===== config.mk =====
export PLATFORM = sky130hd
export DESIGN_NAME = ula_result_bcd
export DESIGN_NICKNAME = d
export VERILOG_FILES = /design/src/rtl/ula_pkg.sv /design/src/rtl/ula_result_bcd_add3.sv /design/src/rtl/ula_result_bcd.sv
export SDC_FILE = /design/constraint.sdc
export NUM_CORES = 1
export LEC_CHECK = 0
export BUFFER_PORTS_ARGS = -buffer_cell sky130_fd_sc_hd__clkbuf_2
export CORE_MARGIN = 2
export CORE_UTILIZATION = 25
export DETAILED_ROUTE_END_ITERATION = 8
export GPL_TIMING_DRIVEN = 0
export MAX_ROUTING_LAYER = met4
export PLACE_DENSITY = 0.44
export SLEW_MARGIN = 5
export SYNTH_ARGS = -nofsm -noshare
export SYNTH_HDL_FRONTEND = slang
export SYNTH_SLANG_ARGS = --single-unit

===== constraint.sdc =====
create_clock -name clk -period 1.7 [get_ports clk]
set_input_delay 0.17 -clock clk [delete_from_list [all_inputs] [get_ports clk]]
set_output_delay 0.17 -clock clk [all_outputs]
set_load 0.03 [all_outputs]

===== src/rtl/ula_pkg.sv =====
// rtl/ula_pkg.sv - shared state encoding, flag indices and helpers for the ULA result path
package ula_pkg;

  localparam logic [1:0] ST_IDLE  = 2'd0;
  localparam logic [1:0] ST_SHIFT = 2'd1;
  localparam logic [1:0] ST_DONE  = 2'd2;

  localparam int FLAG_COUT = 0;
  localparam int FLAG_OV   = 1;
  localparam int FLAG_Z    = 2;
  localparam int FLAG_ERR  = 3;

  function automatic longint pow10(input int n);
    longint p;
    p = 1;
    for (int i = 0; i < n; i++) p = p * 10;
    return p;
  endfunction

endpackage


===== src/rtl/ula_result_bcd_add3.sv =====
// rtl/ula_result_bcd_add3.sv - double-dabble digit corrector (in >= 5 ? in + 3 : in)
module bcd_add3_digit (
  input  logic [3:0] digit_in,
  output logic [3:0] digit_out
);

  // Wraps within 4 bits by construction; no carry leaves the digit.
  assign digit_out = (digit_in >= 4'd5) ? digit_in + 4'd3 : digit_in;

endmodule


===== src/rtl/ula_result_bcd.sv =====
// rtl/ula_result_bcd.sv - one-bit-per-clock binary to BCD converter feeding the HEX decoders
import ula_pkg::*;

module ula_result_bcd #(
  parameter int DATA_W = 8,
  parameter int DIGITS = 3
) (
  input  logic                  clk,
  input  logic                  rst_n,
  input  logic                  in_valid,
  output logic                  in_ready,
  input  logic [DATA_W-1:0]     result_in,
  input  logic [3:0]            flags_in,
  output logic [4*DIGITS-1:0]   bcd_out,
  output logic [3:0]            flags_out,
  output logic                  out_valid,
  output logic                  busy
);

  localparam int BCD_W = 4 * DIGITS;
  localparam int CNT_W = $clog2(DATA_W + 1);

  if (pow10(DIGITS) <= (longint'(1) << DATA_W) - 1) begin : g_bad_params
    $error("ula_result_bcd: DIGITS too small to hold 2^DATA_W-1");
  end

  logic [1:0]        state_q, state_d;
  logic [DATA_W-1:0] bin_sh_q, bin_sh_d;
  logic [3:0]        flag_hold_q, flag_hold_d;
  logic [BCD_W-1:0]  scratch_q, scratch_d;
  logic [CNT_W-1:0]  cnt_q, cnt_d;
  logic [BCD_W-1:0]  bcd_q, bcd_d;
  logic [3:0]        flags_q, flags_d;

  logic [BCD_W-1:0]  scratch_corr;
  logic [BCD_W-1:0]  scratch_shifted;

  for (genvar g = 0; g < DIGITS; g++) begin : g_digit
    bcd_add3_digit u_add3 (
      .digit_in  (scratch_q[4*g +: 4]),
      .digit_out (scratch_corr[4*g +: 4])
    );
  end

  // Correct first, then shift; the binary MSB lands in units bit 0.
  assign scratch_shifted = {scratch_corr[BCD_W-2:0], bin_sh_q[DATA_W-1]};

  always_comb begin
    state_d     = state_q;
    bin_sh_d    = bin_sh_q;
    flag_hold_d = flag_hold_q;
    scratch_d   = scratch_q;
    cnt_d       = cnt_q;
    bcd_d       = bcd_q;
    flags_d     = flags_q;
    case (state_q)
      ST_IDLE: begin
        if (in_valid) begin
          bin_sh_d    = result_in;
          flag_hold_d = flags_in;
          scratch_d   = '0;
          cnt_d       = CNT_W'(DATA_W);
          state_d     = ST_SHIFT;
        end
      end
      ST_SHIFT: begin
        scratch_d = scratch_shifted;
        bin_sh_d  = {bin_sh_q[DATA_W-2:0], 1'b0};
        cnt_d     = cnt_q - CNT_W'(1);
        if (cnt_q == CNT_W'(1)) begin
          bcd_d   = scratch_shifted;
          flags_d = flag_hold_q;
          state_d = ST_DONE;
        end
      end
      ST_DONE: state_d = ST_IDLE;
      default: state_d = ST_IDLE;
    endcase
  end

  always_ff @(posedge clk or negedge rst_n) begin
    if (!rst_n) begin
      state_q     <= ST_IDLE;
      bin_sh_q    <= '0;
      flag_hold_q <= '0;
      scratch_q   <= '0;
      cnt_q       <= '0;
      bcd_q       <= '0;
      flags_q     <= '0;
    end else begin
      state_q     <= state_d;
      bin_sh_q    <= bin_sh_d;
      flag_hold_q <= flag_hold_d;
      scratch_q   <= scratch_d;
      cnt_q       <= cnt_d;
      bcd_q       <= bcd_d;
      flags_q     <= flags_d;
    end
  end

  assign in_ready  = (state_q == ST_IDLE);
  assign out_valid = (state_q == ST_DONE);
  assign busy      = (state_q != ST_IDLE);
  assign bcd_out   = bcd_q;
  assign flags_out = flags_q;

endmodule


### Word level (Yosys, flattened, before mapping)

Index checks and enable logic that the tools add are counted.

* bits in registers: 46
* bits of input ports: 15
* output and inout port bits: 19
* word-level logic and storage cells: 38

* $add $sub $neg: 4
* order comparisons: 3
* equality and inequality tests: 5
* mux-type cells: 12
* reductions and logical operators: 7

Operator list (count)
* 12-bit case mux with 2 select lines: 1
* 8-bit case mux with 2 select lines: 1
* 4-bit by 3-bit greater-or-equal comparator with 1-bit output, second input constant: 3
* 12-bit two-way mux: 1
* 4-bit two-way mux: 3
* 4-bit by 2-bit adder with 4-bit output, second input constant: 2
* 8-bit two-way mux: 1
* 4-bit case mux with 2 select lines: 1
* 2-bit AND reduction: 4
* 4-bit by 1-bit == test with 1-bit output, second input constant: 1
* 2-bit two-way mux: 2
* 2-bit inequality test, second input constant: 2
* 2-bit case mux with 2 select lines: 1
* 2-bit nonzero test: 2
* 4-bit by 1-bit subtractor with 4-bit output, second input constant: 1
* 3-bit by 2-bit adder with 3-bit output, second input constant: 1
* 3-bit two-way mux: 1
* 2-bit by 1-bit == test with 1-bit output, second input constant: 1
* 2-bit == test, second input constant: 1
* 2-bit zero test: 1

### Longest topological paths before layout

Gate-level depths: netlist of the first run.

* depth in word-level cells: 3
* mapped depth: 7
* gate-level depth less buffers: 6

### By module

From an unflattened synthesis of the first run, not the netlist that was laid out.

* cells, all modules: 207
* area total of the unflattened synthesis: 2193.4 µm²

By module, submodules not included
* ula_result_bcd: instances 1, cells an instance 159, area each 1889.3 µm², seq. area each 1151.1 µm²
* bcd_add3_digit: instances 3, cells an instance 16, area each 101.3 µm², seq. area each 0.0 µm²

### Worst setup path before layout of the first run

Ideal clock, no wire load.

* path kind: reg2reg
* start point: reg state_q[0]
* end point: reg scratch_q[10]
* data arrival time: 1459 ps
* setup slack: 107 ps
* cell stages (with the launch flop): 6
* path buffers: 1
* clock period less this slack: 1593 ps
* path through: dfrtp_1 > nor2_1 > nand2_1 > buf_2 > nand3_1 > o21ai_0

* longest elaborated chain between the ends: 3
* elaborated cells between the ends (all ways): 6
* classes of those cells: 2 x eq/ne; 1 x mux; 3 x reduce/logical

Ends and longest elaborated chain
* start: declaration: RTL line ula_result_bcd.sv:27 `logic [1:0] state_q, state_d;`
* start signal: assignment: RTL line ula_result_bcd.sv:91 `state_q <= state_d;`
* 2-bit zero test (*)
* named net in_ready: RTL line ula_result_bcd.sv:11 `output logic in_ready,`
* 2-bit inequality test (no source line) or 2-bit nonzero test (tied branches)
* 2-bit AND reduction (no source line)
* end signal: assignment: RTL line ula_result_bcd.sv:94 `scratch_q <= scratch_d;`
* end: declaration: RTL line ula_result_bcd.sv:30 `logic [BCD_W-1:0] scratch_q, scratch_d;`

Mark *: on every way through the listed nets, which the timed path passes. The rest lies on a longest branch.
A chain may end at the register's enable or synchronous reset.

### Final worst setup path of the first run

* start point: reg cnt_q[1]
* end point: reg bcd_q[0], in the netlist bcd_out[0]

* longest elaborated chain between the ends: 2

Ends and longest elaborated chain
* start: declaration: RTL line ula_result_bcd.sv:31 `logic [CNT_W-1:0] cnt_q, cnt_d;`
* start signal: assignment: RTL line ula_result_bcd.sv:95 `cnt_q <= cnt_d;`
* 4-bit by 1-bit == test with 1-bit output: RTL line ula_result_bcd.sv:70 `if (cnt_q == CNT_W'(1)) begin`
* 2-bit AND reduction (no source line)
* end signal: assignment: RTL line ula_result_bcd.sv:88 `bcd_q <= '0;`
* end signal: assignment: RTL line ula_result_bcd.sv:96 `bcd_q <= bcd_d;`
* end: declaration: RTL line ula_result_bcd.sv:32 `logic [BCD_W-1:0] bcd_q, bcd_d;`

Every way passes these cells.

==> results of run 1 <==
==> final cells by class <==
cell class              count  area, um2  share of cell area [%]
clock buffers               5       68.8                    2.71
plain buffers              10       61.3                    2.41
clock inverters             3       21.3                   0.838
well taps                 105        131                    5.17
multi-input cells         142        895                    35.2
flip-flops and latches     46       1150                    45.3
repair buffers             34        173                    6.80
inverters                  10       37.5                    1.48
==> kinds of logic after synthesis <==
logic type | Yosys count | synth area share, %
AO/OA/AOI/OAI | 50 | 13.1
buffers and inverters | 20 | 4.61
multiplexers | 8 | 4.78
XOR/XNOR | 3 | 1.24
AND/OR/NAND/NOR | 73 | 17.2
adder cells (fa/ha/maj) | 8 | 4.73
flip-flops | 46 | 54.3
==> metal layers <==
| metal | track usage [%] | wire length, um | part of all wire [%] | up-vias |
|---|---|---|---|---|
| met5 | - | 0 | 0 | - |
| met4 | 2.62 | 20 | 0.41 | 0 |
| met3 | 2.74 | 236 | 4.9 | 3 |
| met2 | 17.0 | 2150 | 44 | 39 |
| met1 | 16.4 | 2430 | 50 | 744 |
| li1 | - | - | - | 789 |
==> flip-flops by register name, summed over array words and instances, names as in the netlist <==
signal / cells
bcd_out: 12
bin_sh_q: 8
cnt_q: 4
flag_hold_q: 4
flags_out: 4
scratch_q: 12
state_q: 2
==> synthesized netlist by cell type (all sizes together) <==
| cell type | n |
|---|---|
| a211oi | 1 |
| xnor2 | 3 |
| a31oi | 4 |
| ha | 8 |
| mux2 | 8 |
| a22oi | 7 |
| nor3b | 4 |
| a21oi | 8 |
| o21ai | 29 |
| nor3 | 4 |
| inv | 10 |
| buf | 8 |
| dfrtp | 46 |
| nand2b | 4 |
| or3b | 3 |
| o31ai | 1 |
| nand2 | 44 |
| and2b | 1 |
| clkbuf | 2 |
| nor2b | 1 |
| nand3 | 10 |
| nor2 | 2 |
==> power breakdown <==
group / internal [W] / switching [W] / leakage (nW)
combinational: 0.000922 / 0.00150 / 0.589
clock: 0.000289 / 0.000387 / 0.0441
sequential: 0.00159 / 0.000370 / 0.578
==> path summary, 6_finish.rpt <==
kind                            slack, ns                  startpoint                    endpoint
worst min register to register       0.49  flag_hold_q[0]$_DFFE_PN0P_  flag_hold_q[0]$_DFFE_PN0P_
min in group clk                     0.05                 flags_in[0]  flag_hold_q[0]$_DFFE_PN0P_
worst max-delay path                 0.09        cnt_q[1]$_DFFE_PN0P_      bcd_out[0]$_DFFE_PN0P_
worst min-delay path                 0.04                       rst_n    scratch_q[5]$_DFFE_PN0P_
worst max register to register       0.09        cnt_q[1]$_DFFE_PN0P_      bcd_out[0]$_DFFE_PN0P_
max in group asynchronous            0.99                       rst_n     bin_sh_q[6]$_DFFE_PN0P_
==> timing repair <==
action / CTS / global route
gates resized for setup: 0 / 14
buffers inserted: 0 / 1
hold buffers: 0 / 0
endpoints found under the setup margin: 0 / 14
==> stage by stage <==
step	instances	setup slack (ns)
after floorplan	208	0.107
after global placement	346	0.0415
after detailed placement	346	0.0351
after CTS	354	0.0102
after global routing	355	-0.00286
final	355	0.0852
==> qor.yml, run 1 <==
synth_nets: 231
drt_iter0_drc: 79
drc_errors: 0
syn2layout_area_growth_pct: 19.8
critical_path_class: "reg2reg"
syn_area_per_cell_um2: 10.2
die_w_um: 96.1
final_net_count: 272
hold_viol_final: 0
clock_path_buffers: 2
utilization_pct: 30.9
path_delay_family: "simple AND/OR/NAND/NOR gates"
placed_area_um2: 2410
drive_above_1_share_pct: 29.2
clockRootBuffer: "clkbuf_8"
yosys_register_bits: 46
hold_slack_ns: 0.0392
crit_path_top_delay_cell: "dfrtp_1"
synth_area_leader_cell: "dfrtp_1"
hp-class: "in2async"
ant_nets: 0
skew_ns: 0.0105
worstPathArrival_ns: 1.81
final_cell_mix: "46 x dfrtp_1, 43 x nand2_1, 32 x clkbuf_2, 22 x o21ai_0, 10 x nand3_1"
core_area_um2: 8220
crit_buf_inv: 2
gr-total-overflow: 0
netlist_area_um2: 2120
start_kind: "flop"
ios: 34
critPathMaxStageDelay_ns: 0.40
antenna_found_initial: 0
outcome: "finished, final reports clean"
grt_pass1_wl_um: 7890
first_pass_iters: 4
place.gp.congestion: 0.774
period_share_pct: 95.0
critPathRequiredTime_ns: 1.89
vias: 1575
synth.distinct_cells: 28
power.density_nw_per_um2: 1990
layout_commonest_cell: "dfrtp_1"
yosys-top-cells-area: "dfrtp_1 54%, nand2_1 7.6%, o21ai_0 5.9%"
cp_cell_sequence: "inv_1, ha_1, nor3b_4, nand2_4, buf_6, mux2_4"
start_util_pct: 25.8
worstSkewPairLatency_ns: 0.30
max_freq_mhz: 619
setup-violations-final: 0
grt_pass1_vias: 1523
relSlewSlack_pct: 29.5
fin_crit_ns: 1.61
power_w: 0.00506
vdd_drop_max_mv: 0.617
fin_area_um2: 2540
ys_warn_count: 0
htreeDepth: 2
cts_sinks: 46
fillers: 869
cap_violations: 0
cp_num_cells: 6
cts-buffers-inserted: 5
grtUsageTotal_pct: 11.6
fin_tns_setup_ns: 0
cp_max_fo: 10
worst_pin_slew_ns: 1.06
n_antenna_cell: 0
grt_max_degree: 47
path_clk_slew_ns: 0.09
seq_area_frac_synth_pct: 54.3
port-buffer-count: 33
netlist_instances: 208
wire_per_inst_um: 13.6
final_max_slew_viol_count: 0
hpwl_um: 3320
yosys.area.top_type_share_pct: 54.3
post_drt_via_cell_ratio: 4.44
dieArea_um2: 9230
dieHeight_um: 96.1
power_leakage_nw: 1.21
routed_wl_um: 4830
rows: 33
cp-end-kind: "flop"
cts_tree: "yes"
reg2regPathDepth: 6
(Power assumes the default switching activity.)
==> inputs of run 2 (changes only) <==
Settings changed: CAP_MARGIN set to 20, MAX_ROUTING_LAYER met4 to not set.
==> qor.yml, run 2 (same netlist as run 1, synthesis figures left out) <==
outcome: "finished, final reports clean"  # unchanged
critical_path_class: "reg2reg"  # unchanged
grt_pass1_wl_um: 7980  # was 7890 um
max_freq_mhz: 619  # about the same
period_share_pct: 95.1  # was 95.0%
cts_sinks: 46  # unchanged
hold_depth: 3
critPathMaxStageDelay_ns: 0.40  # about the same
clockRootBuffer: "clkbuf_8"  # unchanged
fin_crit_ns: 1.62  # was 1.61 ns
drc_errors: 0  # unchanged
post_drt_via_cell_ratio: 4.46  # was 4.44
grtUsageTotal_pct: 11.4  # was 11.6%
gr-total-overflow: 0  # unchanged
fin_area_um2: 2590  # was 2540 um2
crit_path_top_delay_cell: "dfrtp_1"  # unchanged
core_area_um2: 8220  # unchanged
cap_violations: 0  # unchanged
dp_slack_ns: 0.0425  # was 0.0351 ns
cts-buffers-inserted: 5  # unchanged
antenna_found_initial: 0  # unchanged
ios: 34  # unchanged
path_clk_slew_ns: 0.09  # about the same
drt_iter0_drc: 56  # was 79
worst_pin_slew_ns: 0.606  # was 1.06 ns
n_antenna_cell: 0  # unchanged
routed_wl_um: 4830  # about the same
hold_viol_final: 0  # unchanged
start_util_pct: 25.8  # unchanged
cts_tree: "yes"  # unchanged
dieArea_um2: 9230  # unchanged
vias: 1596  # was 1575
drive_above_1_share_pct: 28.9  # was 29.2%
path_delay_family: "simple AND/OR/NAND/NOR gates"  # unchanged
cp_num_cells: 6  # unchanged
start_kind: "flop"  # unchanged
rows: 33  # unchanged
cp-end-kind: "flop"  # unchanged
syn2layout_area_growth_pct: 22.4  # was 19.8%
dieHeight_um: 96.1  # unchanged
setup_ws_ns: 0.0838  # was 0.0852 ns
skew_ns: 0.0113  # was 0.0105 ns
placed_area_um2: 2430  # was 2410 um2
worstSkewPairLatency_ns: 0.30  # about the same
grt_max_degree: 26  # was 47
final_max_slew_viol_count: 0  # unchanged
hpwl_um: 3450  # was 3320 um
vdd_drop_max_mv: 0.639  # was 0.617 mV
first_pass_iters: 4  # unchanged
worstPathArrival_ns: 1.81  # about the same
power.density_nw_per_um2: 2000  # was 1990 nW/um2
cp_cell_sequence: "inv_1, ha_1, nor3b_4, nand2_4, buf_6, mux2_4"  # unchanged
place.gp.congestion: 0.763  # was 0.774
port-buffer-count: 33  # unchanged
final_cell_mix: "46 x dfrtp_1, 43 x nand2_1, 33 x clkbuf_2, 23 x o21ai_0, 10 x nand3_1"  # was 46 x dfrtp_1, 43 x nand2_1, 32 x clkbuf_2, 22 x o21ai_0, 10 x nand3_1
relSlewSlack_pct: 59.6  # was 29.5%
htreeDepth: 2  # unchanged
layout_commonest_cell: "dfrtp_1"  # unchanged
grt_pass1_vias: 1565  # was 1523
hp-class: "in2reg"  # was in2async
clock_path_buffers: 2  # unchanged
ant_nets: 0  # unchanged
cp_max_fo: 10  # unchanged
final_net_count: 275  # was 272
critPathRequiredTime_ns: 1.89  # about the same
power_leakage_nw: 1.24  # was 1.21 nW
die_w_um: 96.1  # unchanged
crit_buf_inv: 2  # unchanged
wire_per_inst_um: 13.5  # was 13.6 um
setup-violations-final: 0  # unchanged
reg2regPathDepth: 6  # unchanged
## run 2: changes by cell type in the layout (fill, tap and decap cells not counted), sizes merged
cell	before	now
buf	11	12
bufinv	0	1
dlygate4sd3	0	1
clkinv	2	0
clkbuf	38	41
clkinvlp	1	0
## run 2: final timing paths
path	endpoint	startpoint	slack [ns]
max	flags_out[2]$_DFFE_PN0P_	cnt_q[1]$_DFFE_PN0P_	0.08
min	flag_hold_q[0]$_DFFE_PN0P_	flags_in[0]	0.05
max reg2reg	flags_out[2]$_DFFE_PN0P_	cnt_q[1]$_DFFE_PN0P_	0.08
min reg2reg	flag_hold_q[0]$_DFFE_PN0P_	flag_hold_q[0]$_DFFE_PN0P_	0.47
max in group asynchronous	cnt_q[3]$_DFFE_PN0P_	rst_n	0.74
min in group asynchronous	scratch_q[5]$_DFFE_PN0P_	rst_n	0.40
## run 2: final cells by class
| class | count | area [um2] |
|---|---|---|
| Fill cell | 872 | 5620 |
| Sequential cell | 46 | 1150 |
| Multi-Input combinational cell | 142 | 895 |
| Timing Repair Buffer | 37 | 210 |
| Tap cell | 105 | 131 |
| Clock buffer | 7 | 76.3 |
| Buffer | 10 | 61.3 |
| Inverter | 10 | 37.5 |
| Clock inverter | 1 | 30.0 |
## run 2: worst register-to-register path: stages (launching register included)
cell and delay (ns):
dfrtp_1 0.40, inv_1 0.08, ha_1 0.15, nor3b_4 0.31, nand2_4 0.11, buf_6 0.16
mux2_4 0.29
## run 2: per-stage QoR
step           hold WS, ns  TNS (ns)  utilization [%]  std cells  total power (W)
2_1_floorplan       -0.126         0                -        208          0.00366
3_3_place_gp         0.364         0             29.4        346          0.00432
3_5_place_dp         0.215         0             29.6        347          0.00436
4_1_cts             0.0470         0             31.0        356          0.00519
5_1_grt             0.0531   -0.0108             31.6        358          0.00568
6_report            0.0524         0             31.6        358          0.00519
## run 2: what timing repair did
| action | in CTS | in global routing |
|---|---|---|
| buffers inserted | 0 | 2 |
| endpoints found under the hold margin | 21 | 0 |
| hold buffers | 1 | 0 |
| setup endpoints to repair | 0 | 18 |
| resized for setup | 0 | 13 |
## run 2: power by group
part           total, W  switching, W  internal [W]
Sequential      0.00196      0.000371       0.00159
Clock          0.000807      0.000366      0.000440
Combinational   0.00243       0.00150      0.000925
Total           0.00519       0.00224       0.00296
## run 2: routing by layer
layer  vias up  global-route usage [%]  share of wire [%]
li1        794                       -                  -
met1       761                    15.9                 49
met2        34                    17.6                 45
met3         7                    2.98                4.8
met4         0                    2.98                1.0
met5         -                       0                  0
